[config.mk]
export PLATFORM = sky130hd
export DESIGN_NAME = fdiv
export DESIGN_NICKNAME = d
export VERILOG_FILES = /design/src/rtl/fdiv.sv
export SDC_FILE = /design/constraint.sdc
export NUM_CORES = 1
export LEC_CHECK = 0
export ABC_CLOCK_PERIOD_IN_PS = 9500
export CAP_MARGIN = 40
export CORE_ASPECT_RATIO = 2
export CORE_MARGIN = 3
export CORE_UTILIZATION = 25
export DETAILED_ROUTE_END_ITERATION = 10
export PLACE_DENSITY = 0.4
export SETUP_SLACK_MARGIN = 0.02
export SYNTH_ARGS = -nofsm -noshare
export SYNTH_HDL_FRONTEND = slang
export SYNTH_SLANG_ARGS = --single-unit
export TNS_END_PERCENT = 1
[constraint.sdc]
create_clock -name clk -period 9.5 [get_ports clk]
set_input_delay 1.9 -clock clk [delete_from_list [all_inputs] [get_ports clk]]
set_output_delay 1.9 -clock clk [all_outputs]
set_load 0.1 [all_outputs]
[src/rtl/fdiv.sv]
`default_nettype none
// ============================================================================
// Module   : fdiv
// Purpose  : Iterative binary32 divider, rslt = x / y. Radix-2 restoring,
//            one quotient bit per clock, round-to-nearest-even, full
//            subnormal support. Fixed 28-clock latency from acceptance.
// Revision : 1.0  initial release
// ============================================================================
module fdiv #(
    parameter logic [31:0] QNAN = 32'hffc00000
) (
    input  logic        clk,
    input  logic        reset,
    input  logic        req,
    input  logic [31:0] x,
    input  logic [31:0] y,
    output logic        busy,
    output logic        valid,
    output logic [31:0] rslt,
    output logic [4:0]  flag
);

    typedef enum logic [1:0] {S_IDLE, S_PREP, S_DIV, S_RND} state_t;

    state_t      r_state, w_next;
    logic [31:0] r_x, r_y;
    logic [4:0]  r_cnt;
    logic [24:0] r_rem;
    logic [23:0] r_my;
    logic [25:0] r_q;
    logic [9:0]  r_exp;
    logic        r_sign;
    logic        r_special;
    logic [31:0] r_sp_rslt;
    logic [4:0]  r_sp_flag;
    logic        r_valid;
    logic [31:0] r_rslt;
    logic [4:0]  r_flag;

    // Leading-zero count of a 24-bit significand (24 when all zero).
    function automatic logic [4:0] f_lzc24(input logic [23:0] v);
        logic [4:0] n;
        n = 5'd24;
        for (int i = 0; i < 24; i++) begin
            if (v[i]) n = 5'(23 - i);
        end
        return n;
    endfunction

    // ---------------- operand decode (used in PREP) ----------------
    logic [7:0]  w_xe, w_ye;
    logic [22:0] w_xf, w_yf;
    logic        w_x_nan, w_y_nan, w_x_snan, w_y_snan;
    logic        w_x_inf, w_y_inf, w_x_zero, w_y_zero, w_sign;
    logic [23:0] w_mx0, w_my0, w_mxn, w_myn;
    logic [4:0]  w_lzx, w_lzy;
    logic [9:0]  w_ex, w_ey, w_e;
    logic        w_mx_lt;
    logic [24:0] w_mxs;

    assign w_xe     = r_x[30:23];
    assign w_ye     = r_y[30:23];
    assign w_xf     = r_x[22:0];
    assign w_yf     = r_y[22:0];
    assign w_x_nan  = (&w_xe) & (|w_xf);
    assign w_y_nan  = (&w_ye) & (|w_yf);
    assign w_x_snan = w_x_nan & ~w_xf[22];
    assign w_y_snan = w_y_nan & ~w_yf[22];
    assign w_x_inf  = (&w_xe) & ~(|w_xf);
    assign w_y_inf  = (&w_ye) & ~(|w_yf);
    assign w_x_zero = ~(|r_x[30:0]);
    assign w_y_zero = ~(|r_y[30:0]);
    assign w_sign   = r_x[31] ^ r_y[31];

    // Subnormals: exponent field 0 behaves as 1, then left-normalise.
    assign w_mx0   = {|w_xe, w_xf};
    assign w_my0   = {|w_ye, w_yf};
    assign w_lzx   = f_lzc24(w_mx0);
    assign w_lzy   = f_lzc24(w_my0);
    assign w_mxn   = w_mx0 << w_lzx;
    assign w_myn   = w_my0 << w_lzy;
    assign w_ex    = {2'b00, ((w_xe == 8'd0) ? 8'd1 : w_xe)} - {5'b0, w_lzx};
    assign w_ey    = {2'b00, ((w_ye == 8'd0) ? 8'd1 : w_ye)} - {5'b0, w_lzy};
    // Pre-scaling the dividend guarantees the quotient integer bit is 1.
    assign w_mx_lt = (w_mxn < w_myn);
    assign w_mxs   = w_mx_lt ? {w_mxn, 1'b0} : {1'b0, w_mxn};
    assign w_e     = w_ex - w_ey + 10'd127 - {9'b0, w_mx_lt};

    logic        w_sp;
    logic [31:0] w_sp_rslt;
    logic [4:0]  w_sp_flag;

    // Special-operand results in priority order.
    always_comb begin
        w_sp      = 1'b1;
        w_sp_rslt = 32'h0;
        w_sp_flag = 5'h0;
        if (w_x_nan) begin
            w_sp_rslt = r_x | 32'h00400000;
            w_sp_flag = {w_x_snan | w_y_snan, 4'b0};
        end else if (w_y_nan) begin
            w_sp_rslt = r_y | 32'h00400000;
            w_sp_flag = {w_x_snan | w_y_snan, 4'b0};
        end else if ((w_x_zero & w_y_zero) | (w_x_inf & w_y_inf)) begin
            w_sp_rslt = QNAN;
            w_sp_flag = 5'b10000;
        end else if (w_x_inf) begin
            w_sp_rslt = {w_sign, 8'hff, 23'h0};
        end else if (w_y_zero) begin
            w_sp_rslt = {w_sign, 8'hff, 23'h0};
            w_sp_flag = 5'b01000;
        end else if (w_x_zero | w_y_inf) begin
            w_sp_rslt = {w_sign, 31'h0};
        end else begin
            w_sp = 1'b0;
        end
    end

    // ---------------- restoring divide step ----------------
    logic        w_ge;
    logic [24:0] w_rem_sub;

    assign w_ge      = (r_rem >= {1'b0, r_my});
    assign w_rem_sub = w_ge ? (r_rem - {1'b0, r_my}) : r_rem;

    // ---------------- round and pack (used in RND) ----------------
    logic        w_tiny, w_lost, w_g, w_r, w_up, w_nx, w_ovf;
    logic [9:0]  w_shraw, w_en;
    logic [4:0]  w_sh;
    logic [51:0] w_wide;
    logic [25:0] w_qs;
    logic [24:0] w_mr;
    logic [31:0] w_res;
    logic [4:0]  w_flg;

    assign w_tiny  = r_exp[9] | (r_exp == 10'd0);
    assign w_shraw = 10'd1 - r_exp;
    assign w_sh    = w_tiny ? ((w_shraw > 10'd26) ? 5'd26 : w_shraw[4:0]) : 5'd0;
    assign w_wide  = {r_q, 26'b0} >> w_sh;
    assign w_qs    = w_wide[51:26];
    assign w_lost  = |w_wide[25:0];
    assign w_g     = w_qs[1];
    assign w_r     = w_qs[0] | w_lost | (|r_rem);
    assign w_up    = w_g & (w_r | w_qs[2]);
    assign w_mr    = {1'b0, w_qs[25:2]} + {24'b0, w_up};
    assign w_nx    = w_g | w_r;
    assign w_en    = r_exp + {9'b0, w_mr[24]};
    assign w_ovf   = ~w_tiny & (w_en >= 10'd255);

    // Select the final packed result and exception flags.
    always_comb begin
        w_res = {r_sign, 31'h0};
        w_flg = 5'h0;
        if (r_special) begin
            w_res = r_sp_rslt;
            w_flg = r_sp_flag;
        end else if (w_ovf) begin
            w_res = {r_sign, 8'hff, 23'h0};
            w_flg = 5'b00101;
        end else if (w_tiny) begin
            w_res = {r_sign, 7'b0, w_mr[23], w_mr[22:0]};
            w_flg = {3'b000, w_nx, w_nx};
        end else begin
            w_res = {r_sign, w_en[7:0], w_mr[22:0]};
            w_flg = {4'b0000, w_nx};
        end
    end

    // State register.
    always_ff @(posedge clk) begin
        if (!reset) r_state <= S_IDLE;
        else        r_state <= w_next;
    end

    // Next-state sequencing: accept, prepare, 26 divide steps, round.
    always_comb begin
        w_next = r_state;
        case (r_state)
            S_IDLE: if (req) w_next = S_PREP;
            S_PREP: w_next = S_DIV;
            S_DIV:  if (r_cnt == 5'd25) w_next = S_RND;
            S_RND:  w_next = S_IDLE;
            default: w_next = S_IDLE;
        endcase
    end

    // Datapath registers per state.
    always_ff @(posedge clk) begin
        if (!reset) begin
            r_x       <= 32'h0;
            r_y       <= 32'h0;
            r_cnt     <= 5'd0;
            r_rem     <= 25'h0;
            r_my      <= 24'h0;
            r_q       <= 26'h0;
            r_exp     <= 10'h0;
            r_sign    <= 1'b0;
            r_special <= 1'b0;
            r_sp_rslt <= 32'h0;
            r_sp_flag <= 5'h0;
            r_valid   <= 1'b0;
            r_rslt    <= 32'h0;
            r_flag    <= 5'h0;
        end else begin
            r_valid <= 1'b0;
            case (r_state)
                S_IDLE: begin
                    if (req) begin
                        r_x <= x;
                        r_y <= y;
                    end
                end
                S_PREP: begin
                    r_rem     <= w_mxs;
                    r_my      <= w_myn;
                    r_exp     <= w_e;
                    r_sign    <= w_sign;
                    r_special <= w_sp;
                    r_sp_rslt <= w_sp_rslt;
                    r_sp_flag <= w_sp_flag;
                    r_q       <= 26'h0;
                    r_cnt     <= 5'd0;
                end
                S_DIV: begin
                    r_rem <= {w_rem_sub[23:0], 1'b0};
                    r_q   <= {r_q[24:0], w_ge};
                    r_cnt <= r_cnt + 5'd1;
                end
                S_RND: begin
                    r_valid <= 1'b1;
                    r_rslt  <= w_res;
                    r_flag  <= w_flg;
                end
                default: ;
            endcase
        end
    end

    assign busy  = (r_state != S_IDLE);
    assign valid = r_valid;
    assign rslt  = r_rslt;
    assign flag  = r_flag;

endmodule
`default_nettype wire
* Yosys cells after proc, flatten, opt, wreduce, memory -nomap -nowiden
Cells that the tools add are included.
** Storage, ports and cells
- Flip-flop bits (word level) :: 233
- Input bits :: 67
- Output and inout port bits :: 39
** Operators by class
- Add/subtract/negate cells :: 10
- Magnitude comparators :: 4
- Eq/ne operators :: 6
- Shift operators :: 3
- Multiplexer cells :: 84
- Bitwise gates (word level) :: 26
- Reductions and logical operators :: 18
** Operators by type and width (count)
- 2-to-1 mux 5 bit :: 50
- 2-to-1 mux 32 bit :: 7
- 2-to-1 mux 31 bit :: 2
- OR reduction 31 bit :: 2
- one-hot mux 26 bit (2 select lines) :: 1
- right shift 52 x 5 -> 52 bit :: 1
- one-hot mux 25 bit (2 select lines) :: 1
- << shifter 24 x 5 -> 24 bit :: 2
- OR reduction 23 bit :: 2
- OR reduction 26 bit :: 1
- adder 24 x 1 -> 25 bit :: 1
- greater-or-equal comparator 25 x 24 -> 1 bit :: 1
- 2-to-1 mux 25 bit :: 1
- OR reduction 25 bit :: 1
- < comparator 24 bit :: 1
- 2-to-1 mux 24 bit :: 1
- 2-to-1 mux 4 bit :: 6
- subtractor 24 bit :: 1
- subtractor 8 x 5 -> 9 bit :: 2
- zero test 8 bit :: 2
- 2-to-1 mux 8 bit :: 2
- AND reduction 8 bit :: 2
- OR reduction 8 bit :: 2
- adder 10 x 1 -> 10 bit :: 1
- 24 further kinds :: 58

* Logic depth before layout (Yosys ltp)
- Depth after elaboration :: 28
- Mapped depth :: 40
- Mapped depth without buffers :: 37

* Worst setup path after synthesis
OpenSTA, ideal clock, no wires.
- Path kind :: reg2reg
- From :: register r_x[3]
- To :: register r_exp[9]
- Library setup time :: 0.086 ns
- Arrival :: 7.609 ns
- Required time :: 9.414 ns
- Path slack :: 1.806 ns
- Stages on the path, launching flop included :: 40
- Buffers on the path :: 4
- Period minus slack after synthesis :: 7.694 ns
- Cells stage by stage :: dfxtp_1 clkbuf_1 a21oi_1 o21bai_1 a21oi_1 o21ba_2 o21ba_2 nor3_1 clkbuf_1 clkbuf_1 mux2i_1 o221ai_1 o211ai_1 nand2_1 ha_1 a21o_1 a21o_1 a21o_1 (+4 left out) o31ai_1 inv_2 buf_1 ha_1 inv_1 ha_1 ha_1 inv_1 fa_1 nor2b_1 o21ai_0 nand2b_1 a21oi_1 o21bai_1 a21o_1 a21oi_1 xnor2_1 a211oi_1
** On the way
- Longest elaborated chain between the ends :: 25
- Elaborated cells on any way between the ends :: 27
- Classes of those cells :: 4 x add/sub; 1 x order compare; 1 x shift; 21 x mux
** RTL lines
- from (decl) :: RTL line 26 : logic [31:0] r_x, r_y;
- from (signal assigned) :: RTL line 190 : r_x <= 32'h0;
- from (signal assigned) :: RTL line 209 : r_x <= x;
- 2-to-1 mux 5 bit (21 in a row) :: RTL line 45 : if (v[i]) n = 5'(23 - i);
- subtractor 8 x 5 -> 9 bit :: RTL line 82 : assign w_ex = {2'b00, ((w_xe == 8'd0) ? 8'd1 : w_xe)} - {5'b0, w_lzx};
- subtractor 9 x 9 -> 10 bit :: RTL line 87 : assign w_e = w_ex - w_ey + 10'd127 - {9'b0, w_mx_lt};
- adder 10 x 7 -> 10 bit :: RTL line 87
- subtractor 10 x 1 -> 10 bit (*) :: RTL line 87
- to (signal assigned) :: RTL line 216 : r_exp <= w_e;
- to (decl) :: RTL line 31 : logic [9:0] r_exp;
Mark *: on every way between the ends. The rest lies on a longest branch, timed or not.
A chain may end at the register's enable or synchronous reset.

* Worst setup path in the final report
Ends and elaborated chain as after synthesis.

==> results.toml <==
[run_status]
outcome = "complete, no violations"

[synth]
synth_edf_count = 0
syn-cell-area_mm2 = 0.0180
synth_seq_cells = 230
synth_flop_cell = "dfxtp_1"
ys_types = 94
seq_area_frac_synth = 0.256
yosys_warnings = 0
synthArstFlopShare = 0
syn_inst = 2498
avgSynthCellArea_um2 = 7.20
syn_nets = 2657

[clock_network]
clkLatencyLatePin_ns = 0.60
clock-root-buffer = "clkbuf_16"
cts_buffers = 25
cts.sinks = 230
htree_num_levels = 1
cts_hold_buf = 0
post_cts_buffers = 0
cts_tree = "yes"
ctsResizeCount = 0
clk_path_buf_depth = 3
cts.reportedPaths.clkPinSlew_ns = 0.07

[setup_path]
cp.required_ns = 10.01
worstRegToRegCells = 37
critPathLaunchType = "flop"
path_class = "reg2reg"
crit_slowest_cell = "dfxtp_1"
r2r_start = "r_x[3]"
rrSetupSlack_ns = 0.98
cp_max_fo = 15
end_kind = "flop"
worst_path_largest_cell_delay_ns = 0.74
r2r_end = "r_exp[9]"
arrival_ns = 9.03

[global_route]
grt_antenna_before_repair = 1
grt.total_usage = 0.239
grt_overflow_total = 0
grt_max_degree = 73
grt_pass1_wl_um = 135000
grt_pass1_vias = 20100

[routing]
wl_um = 92900
drt-wirelength-per-cell_um = 26.3
route.antenna.remaining_nets = 0
num_vias = 19800
drc = 0
drt_iter0_markers = 1243
first_pass_iters = 5
vias_per_cell = 5.61

[timing]
period_needed_ns = 8.52
hold_viol = 0
report.final.slew_viol_count = 0
worst_pin_slew_ns = 1.05
rsz0062_at_grt = "no"
post-route-period-util = 0.896
tns_ns = 0
fin_worst_skew_ns = 0.0344
holdWs_ns = 0.461
max_freq_mhz = 117
slew_headroom = 0.290
finalSetupViolCount = 0

[finish]
diodes = 0
final_area_mm2 = 0.0220
fin_nets = 2762
area_growth_syn_to_layout_pct = 22.1
drive_gt1_frac = 0.104

[hold_path]
holdPathStages = 2
hold_end = "r_sp_rslt[31]"
hp-class = "reg2reg"
hold_start = "r_sp_rslt[31]"

[die]
start_util = 0.254
fp.dieW_um = 196
die_area_mm2 = 0.0754
die_h_um = 385
ios = 106
rows = 138
core_mm2 = 0.0710

[run]
max_cap_violations = 0

[placement]
gp_congestion = 1.03
postPlaceCellArea_mm2 = 0.0212
place_hpwl_um = 75400
io_buffers = 105
==> synthesized netlist by cell type, types with 7 or more instances <==
master | number | area (um2)
nand2_1 | 342 | 1280
a21oi_1 | 253 | 1270
dfxtp_1 | 230 | 4600
nor2_1 | 216 | 811
clkbuf_1 | 159 | 597
o21ai_0 | 136 | 681
nand3_1 | 114 | 571
inv_1 | 110 | 413
ha_1 | 89 | 1110
nor3_1 | 77 | 385
mux2i_1 | 62 | 621
o211ai_1 | 42 | 315
nand4_1 | 39 | 244
xnor2_1 | 34 | 298
a31oi_1 | 33 | 206
nor2b_1 | 31 | 194
a211oi_1 | 29 | 218
a221oi_1 | 29 | 254
a21o_1 | 28 | 210
nor4_1 | 28 | 175
xor2_1 | 26 | 228
mux2_2 | 25 | 282
o31ai_1 | 23 | 173
and2_1 | 21 | 131
o22ai_1 | 16 | 100
o41ai_1 | 16 | 140
and3_1 | 15 | 93.8
nand2b_1 | 15 | 93.8
a21boi_0 | 13 | 97.6
o31a_1 | 12 | 105
a221o_1 | 11 | 110
o221ai_1 | 11 | 96.3
buf_1 | 10 | 37.5
buf_2 | 10 | 50.1
o21ai_1 | 10 | 50.1
or3_1 | 10 | 62.6
a22oi_1 | 9 | 67.6
nor3b_1 | 9 | 67.6
a22o_1 | 8 | 70.1
a41oi_1 | 7 | 61.3
o21a_1 | 7 | 52.6
o21bai_1 | 7 | 52.6
==> cells by family after synthesis <==
logic type / after synthesis / synth area share
adders and majority gates: 92 / 0.0652
buffers and inverters: 296 / 0.0631
and+or+nand+nor: 950 / 0.247
muxes: 92 / 0.0564
DFF: 230 / 0.256
AOI/OAI and AO/OA: 777 / 0.283
other: 1 / 0.000208
xor gates and xnor gates: 60 / 0.0292
==> cells in the final DEF, fill, tap and decap left out, types with 25 or more instances in the layout <==
cell               n
nor3_1            76
mux2i_1           62
xnor2_1           34
a221oi_1          29
clkdlybuf4s50_1  104
nor2b_1           31
o21ai_0          136
inv_1            109
o211ai_1          42
nand3_1          114
a21oi_1          253
nor4_1            27
buf_4            111
a31oi_1           33
a211oi_1          29
nand4_1           39
ha_1              87
mux2_2            25
nor2_1           213
buf_8             27
clkbuf_16         25
a21o_1            28
xor2_1            26
nand2_1          341
dfxtp_1          230
==> worst max-delay path, delay by kind of cell (launching register included) <==
| family | cells | cell delay, ns |
|---|---|---|
| adder cells (fa/ha/maj) | 5 | 1.25 |
| flip-flops | 1 | 0.74 |
| multiplexers | 2 | 0.84 |
| AND/OR/NAND/NOR | 4 | 1.06 |
| XOR/XNOR | 1 | 0.12 |
| AO/OA/AOI/OAI | 18 | 3.32 |
| buffers and inverters | 7 | 1.10 |
==> flip-flops by register name, summed over array words and instances, names as in the netlist <==
register / cells
flag: 5
r_cnt: 5
r_exp: 10
r_my: 24
r_q: 26
r_rem: 25
r_sign: 1
r_sp_flag: 2
r_sp_rslt: 32
r_special: 1
r_state: 2
r_x: 32
r_y: 32
rslt: 32
valid: 1
==> worst max-delay path by stage <==
stage | start | endpoint | slack [ns] | depth (start not counted)
6_report | r_x[3] | r_exp[9] | 0.98 | 37
5_1_grt | r_y[0] | r_exp[9] | 0.38 | 39
4_1_cts | r_x[24] | r_exp[9] | 1.04 | 37
3_5_place_dp | r_x[24] | r_exp[9] | 1.06 | 37
3_3_place_gp | r_x[0] | r_exp[9] | 1.08 | 37
2_1_floorplan | r_x[3] | r_exp[9] | 1.81 | 39
==> metal layers <==
| layer | part of all wire | track usage | vias up |
|---|---|---|---|
| li1 | - | - | 9339 |
| met1 | 0.32 | 0.214 | 9429 |
| met2 | 0.55 | 0.478 | 703 |
| met3 | 0.032 | 0.0197 | 313 |
| met4 | 0.098 | 0.195 | 2 |
| met5 | 0.00014 | 0 | - |
==> final cells by class <==
| type | count | area, um2 |
|---|---|---|
| inverter | 114 | 433 |
| tap | 910 | 1140 |
| clock inverter | 12 | 119 |
| fill | 7664 | 49000 |
| multi-input combinational | 1972 | 12300 |
| timing repair buffer | 260 | 2680 |
| sequential | 230 | 4600 |
| clock buffer | 31 | 688 |
==> per-stage QoR <==
| stage | setup slack (ns) | cells | util |
|---|---|---|---|
| after floorplan | 1.81 | 2498 | - |
| after global routing | 0.383 | 3529 | 0.310 |
| after CTS | 1.04 | 3529 | 0.310 |
| final | 0.985 | 3529 | 0.310 |
| after detailed placement | 1.06 | 3486 | 0.298 |
| after global placement | 1.08 | 3440 | 0.287 |
Power is not shown: default switching activity piles up to over one toggle a cycle in this logic, so the estimate is an artifact.
==> RTL change 1: new RTL, same settings <==
Reset style: asynchronous (`reset`), changed in 2 clocked blocks.
--- a/src/rtl/fdiv.sv
+++ b/src/rtl/fdiv.sv
@@ -167,7 +167,7 @@
     end
 
     // State register.
-    always_ff @(posedge clk) begin
+    always_ff @(posedge clk or negedge reset) begin
         if (!reset) r_state <= S_IDLE;
         else        r_state <= w_next;
     end
@@ -185,7 +185,7 @@
     end
 
     // Datapath registers per state.
-    always_ff @(posedge clk) begin
+    always_ff @(posedge clk or negedge reset) begin
         if (!reset) begin
             r_x       <= 32'h0;
             r_y       <= 32'h0;
Function: differs if reset is asserted again (counterexample within 4 cycles, from zero or initial values and one cycle with reset low); with reset held inactive, the same outputs for 10 cycles.
==> RTL change 1 against the original RTL <==
Critical path depth shrank 3; die area grew 2.6%; routed wire length shrank 8.1%; largest cell class unchanged; cell area grew 1.5%; synthesized area grew 2.6%; first-iteration DRC count grew 13%; highest routed layer is now met4; sequential cell count is the same; critical endpoint is now rslt[21]$_DFFE_PN0P_; worst setup slack lost 0.21 ns; count of clock-buffer cells in the layout grew 3.
==> RTL change 1: results (changes against the original RTL) <==
ys async rst share: 100% (+100 points)
initial antenna violation count: 1 (unchanged)
CP peak stage delay: 0.66 ns (-0.08 ns)
post-synthesis mux area share: 13.3% (+7.7 points)
crit path max fanout: 10 (-5)
Inserted Clock Buffers: 27 (+8.0%)
Worst R2R Start: r_exp[1]$_DFFE_PN0N_
Post-Layout Cell Count: 3237 (-8.3%)
Worst R2R End: rslt[21]$_DFFE_PN0P_
relative slew slack: 28.3% (-0.71 points)
proportion of layout cells with a drive suffix above 1: 12.9% (+2.5 points)
Layout Nets: 2452 (-11%)
Crit-path slowest cell: o221ai_1
Design Area, Final: 22300 µm² (+1.5%)
Syn Nets: 2341 (-12%)
clock latency at the later pin of the worst-skew pair: 0.58 ns (-0.02 ns)
HP Start: r_sp_rslt[17]$_DFFE_PN0N_
initial DRC count: 1399 (+13%)
most frequent cells after synthesis: nor2_1 (231), dfrtp_1 (230), nand2_1 (168)
status: finished clean
met2 usage: 41.9% (-5.8 points)
hold slack: 0.486 ns (+0.0248 ns)
Total GRT Usage: 21.7% (-2.3 points)
syn_area_per_cell: 8.46 µm² (+17%)
fill count: 7684 (+0.26%)
synthesized-area fraction occupied by adder cells: 6.35% (-0.17 points)
unique cell type count in the Yosys netlist: 102 (+8.5%)
router iterations before antenna repair: 6 (+1)
Post-Route WL: 85.4 mm (-8.1%)
hold path depth: 2 (unchanged)
met1 Use GR: 21.2% (-0.28 points)
GR met3 Demand/Resource: 2.00% (+0.029 points)
critical path arrival: 9.20 ns (+0.17 ns)
DP HPWL: 68.2 mm (-9.6%)
largest net degree at the start of global routing: 152 (+110%)
first-pass GRT wire length: 125 mm (-7.2%)
R2R depth: 34 (-8.1%)
top post-synthesis cells by area: dfrtp_1 (31%), mux2i_1 (7.3%), ha_1 (6.0%)
Endpoint, Worst Hold: r_sp_rslt[17]$_DFFE_PN0N_
GP Congestion: 1.03 (-0.56%)
Most used DFF post-synth: dfrtp_1
pre-CTS setup slack: 0.955 ns (-0.108 ns)
register area share after synthesis: 31.2% (+5.6 points)
register-to-register setup slack: 0.77 ns (-0.21 ns)
DP Area: 21400 µm² (+0.86%)
via count: 18000 (-9.2%)
Post-Synth XOR/XNOR Area: 2.65% (-0.27 points)
Final Skew: 0.0235 ns (-0.0108 ns)
## RTL change 1: cell count changes in the layout (fill, tap and decap cells not counted), sizes merged, moves of 18 or more
cell,delta
o211ai,-24
a21oi,-132
dfxtp,-230
a31oi,-18
inv,+19
mux2i,+75
nor2b,-19
nand3,-34
buf,-46
nand2,-173
dfrtp,+230
mux2,+64
nor3,-28
## RTL change 1: how the worst max path moves through the flow
stage / start / endpoint / slack, ns
global route: r_exp[1]$_DFFE_PN0N_ / rslt[21]$_DFFE_PN0P_ / 0.36
floorplan: r_y[1]$_DFFE_PN0P_ / r_exp[9]$_DFFE_PN0N_ / 2.35
CTS: r_x[0]$_DFFE_PN0P_ / r_exp[9]$_DFFE_PN0N_ / 0.93
global placement: r_x[0]$_DFFE_PN0P_ / r_exp[9]$_DFFE_PN0N_ / 0.78
detailed placement: r_x[0]$_DFFE_PN0P_ / r_exp[9]$_DFFE_PN0N_ / 0.95
finish: r_exp[1]$_DFFE_PN0N_ / rslt[21]$_DFFE_PN0P_ / 0.77
## RTL change 1: critical path: cells and delay by family, from the launching register on
kind | cells | cell delay [ns]
flip-flops | 1 | 0.51
buffers and inverters | 3 | 0.57
XOR/XNOR | 2 | 0.54
AO/OA/AOI/OAI | 8 | 3.03
adder cells (fa/ha/maj) | 5 | 1.20
AND/OR/NAND/NOR | 16 | 2.78
## RTL change 1: per-layer routing
metal,up-vias,share of wire [%]
met5,-,0
li1,8275,-
met2,645,54
met3,237,3.5
met1,8802,33
met4,0,8.7
## RTL change 1: final cells by class
cell class / instances / area share, %
antenna: 1 / 0.0112
clock buffer: 34 / 3.19
clock inverter: 15 / 1.12
inverter: 131 / 2.20
multi-input combinational: 1688 / 52.4
sequential: 230 / 25.8
tap: 923 / 5.17
timing repair buffer: 215 / 10.1
==> RTL change 2: new RTL, same flow settings <==
Made on the original files. Change the parameter `QNAN` from 32'hffc00000 to 32'h80000000.
--- a/src/rtl/fdiv.sv
+++ b/src/rtl/fdiv.sv
@@ -7,7 +7,7 @@
 // Revision : 1.0  initial release
 // ============================================================================
 module fdiv #(
-    parameter logic [31:0] QNAN = 32'hffc00000
+    parameter logic [31:0] QNAN = 32'h80000000
 ) (
     input  logic        clk,
     input  logic        reset,
Check against the original RTL: same outputs for any inputs over 10 cycles, from zero or initial values and one cycle with reset low; that may be too few to reach the edited logic, so the function may still have changed.
==> RTL change 2 against the original RTL <==
Sequential cell count did not move; routed wire length fell by 11%; die area down 2.8%; synthesized cell count down 7.1%; utilization barely moved; non-clock buffer count fell by 37; cell area shrank 2.7%; worst hold slack better by 0.0048 ns; synthesized area down 2.9%; worst setup slack got worse by 0.18 ns; highest routed layer is now met4.
Power is left out: the tool's default activity adds up to more than one toggle a clock period on the data nets, which glitch-free logic cannot reach.
==> RTL change 2: results (changes against the original RTL) <==
PortBufs: 105 (unchanged)
pre-CTS setup slack: 0.889 ns (-0.174 ns)
met2 wire len: 45.4 mm (-11%)
met1 Use GR: 20.8% (-0.63 points)
proportion of layout cells with a drive suffix above 1: 9.66% (-0.76 points)
GP Congestion: 0.971 (-6.1%)
initial antenna violation count: 0 (-1)
R2R depth: 32 (-14%)
DP Area: 20500 µm² (-3.1%)
relative slew slack: 21.8% (-7.2 points)
Routed WL per cell: 24.8 µm (-5.8%)
Crit-path slowest cell: o41a_1
initial DRC count: 1298 (+4.4%)
HP Start: r_q[25]$_SDFFE_PN0P_
critical path arrival: 9.16 ns (+0.13 ns)
total of max-cap violations: 0 (unchanged)
Max Used Layer: met4
register-to-register setup slack: 0.81 ns (-0.18 ns)
first-pass GRT wire length: 120 mm (-11%)
met3 WL: 2.32 mm (-22%)
maximum clock frequency: 115 MHz (-2.0%)
vias per cell: 5.45 (-2.8%)
DP HPWL: 66.5 mm (-12%)
Placed Cells: 3273 (-6.1%)
GR met3 Demand/Resource: 1.78% (-0.19 points)
Total GRT Usage: 22.0% (-2.0 points)
unique cell type count in the Yosys netlist: 90 (-4.3%)
crit path capture: rslt[10]$_SDFFE_PN0P_
Inserted Clock Buffers: 26 (+4.0%)
Post-Route WL: 82.4 mm (-11%)
met1 WL: 27.6 mm (-7.2%)
router iterations before antenna repair: 9 (+4)
Final Skew: 0.0366 ns (+0.00224 ns)
fill count: 7624 (-0.52%)
status: finished clean
hold slack: 0.466 ns (+0.00483 ns)
vias in the first global route: 18300 (-9.1%)
syn_area_per_cell: 7.53 µm² (+4.6%)
largest net degree at the start of global routing: 69 (-5.5%)
Syn Nets: 2480 (-6.7%)
most frequent cells after synthesis: nand2_1 (296), dfxtp_1 (230), a21oi_1 (218)
Worst R2R Start: r_exp[2]$_SDFFE_PN0N_
CP peak stage delay: 0.70 ns (-0.04 ns)
crit path max fanout: 27 (+12)
met2 usage: 42.9% (-4.9 points)
register area share after synthesis: 26.3% (+0.75 points)
==> RTL change 2: cells by family (layout without fill, tap and decap cells) <==
logic type / Yosys count / after routing / synth area share (%)
mux: 141 / 141 / 8.75
other cells: 1 / 1 / 0.0214
fa+ha+maj: 92 / 92 / 6.71
buf+inv: 273 / 374 / 6.20
simple gates: 818 / 818 / 21.5
xor+xnor: 68 / 68 / 3.41
compound gates: 698 / 698 / 27.1
flops: 230 / 230 / 26.3
==> RTL change 2: layout make-up <==
cell class / instances / area share [%]
inverter: 105 / 1.87
tap: 897 / 5.25
clock inverter: 7 / 0.380
sequential: 230 / 21.5
timing repair buffer: 223 / 11.9
multi-input combinational: 1818 / 55.4
clock buffer: 39 / 3.65
==> RTL change 2: critical path, delay by kind of cell, from the launching register on <==
| family | cells | cell delay, ns |
|---|---|---|
| fa+ha+maj | 5 | 0.98 |
| xor+xnor | 1 | 0.19 |
| simple gates | 13 | 3.31 |
| buf+inv | 3 | 0.66 |
| compound gates | 10 | 3.00 |
| flops | 1 | 0.41 |
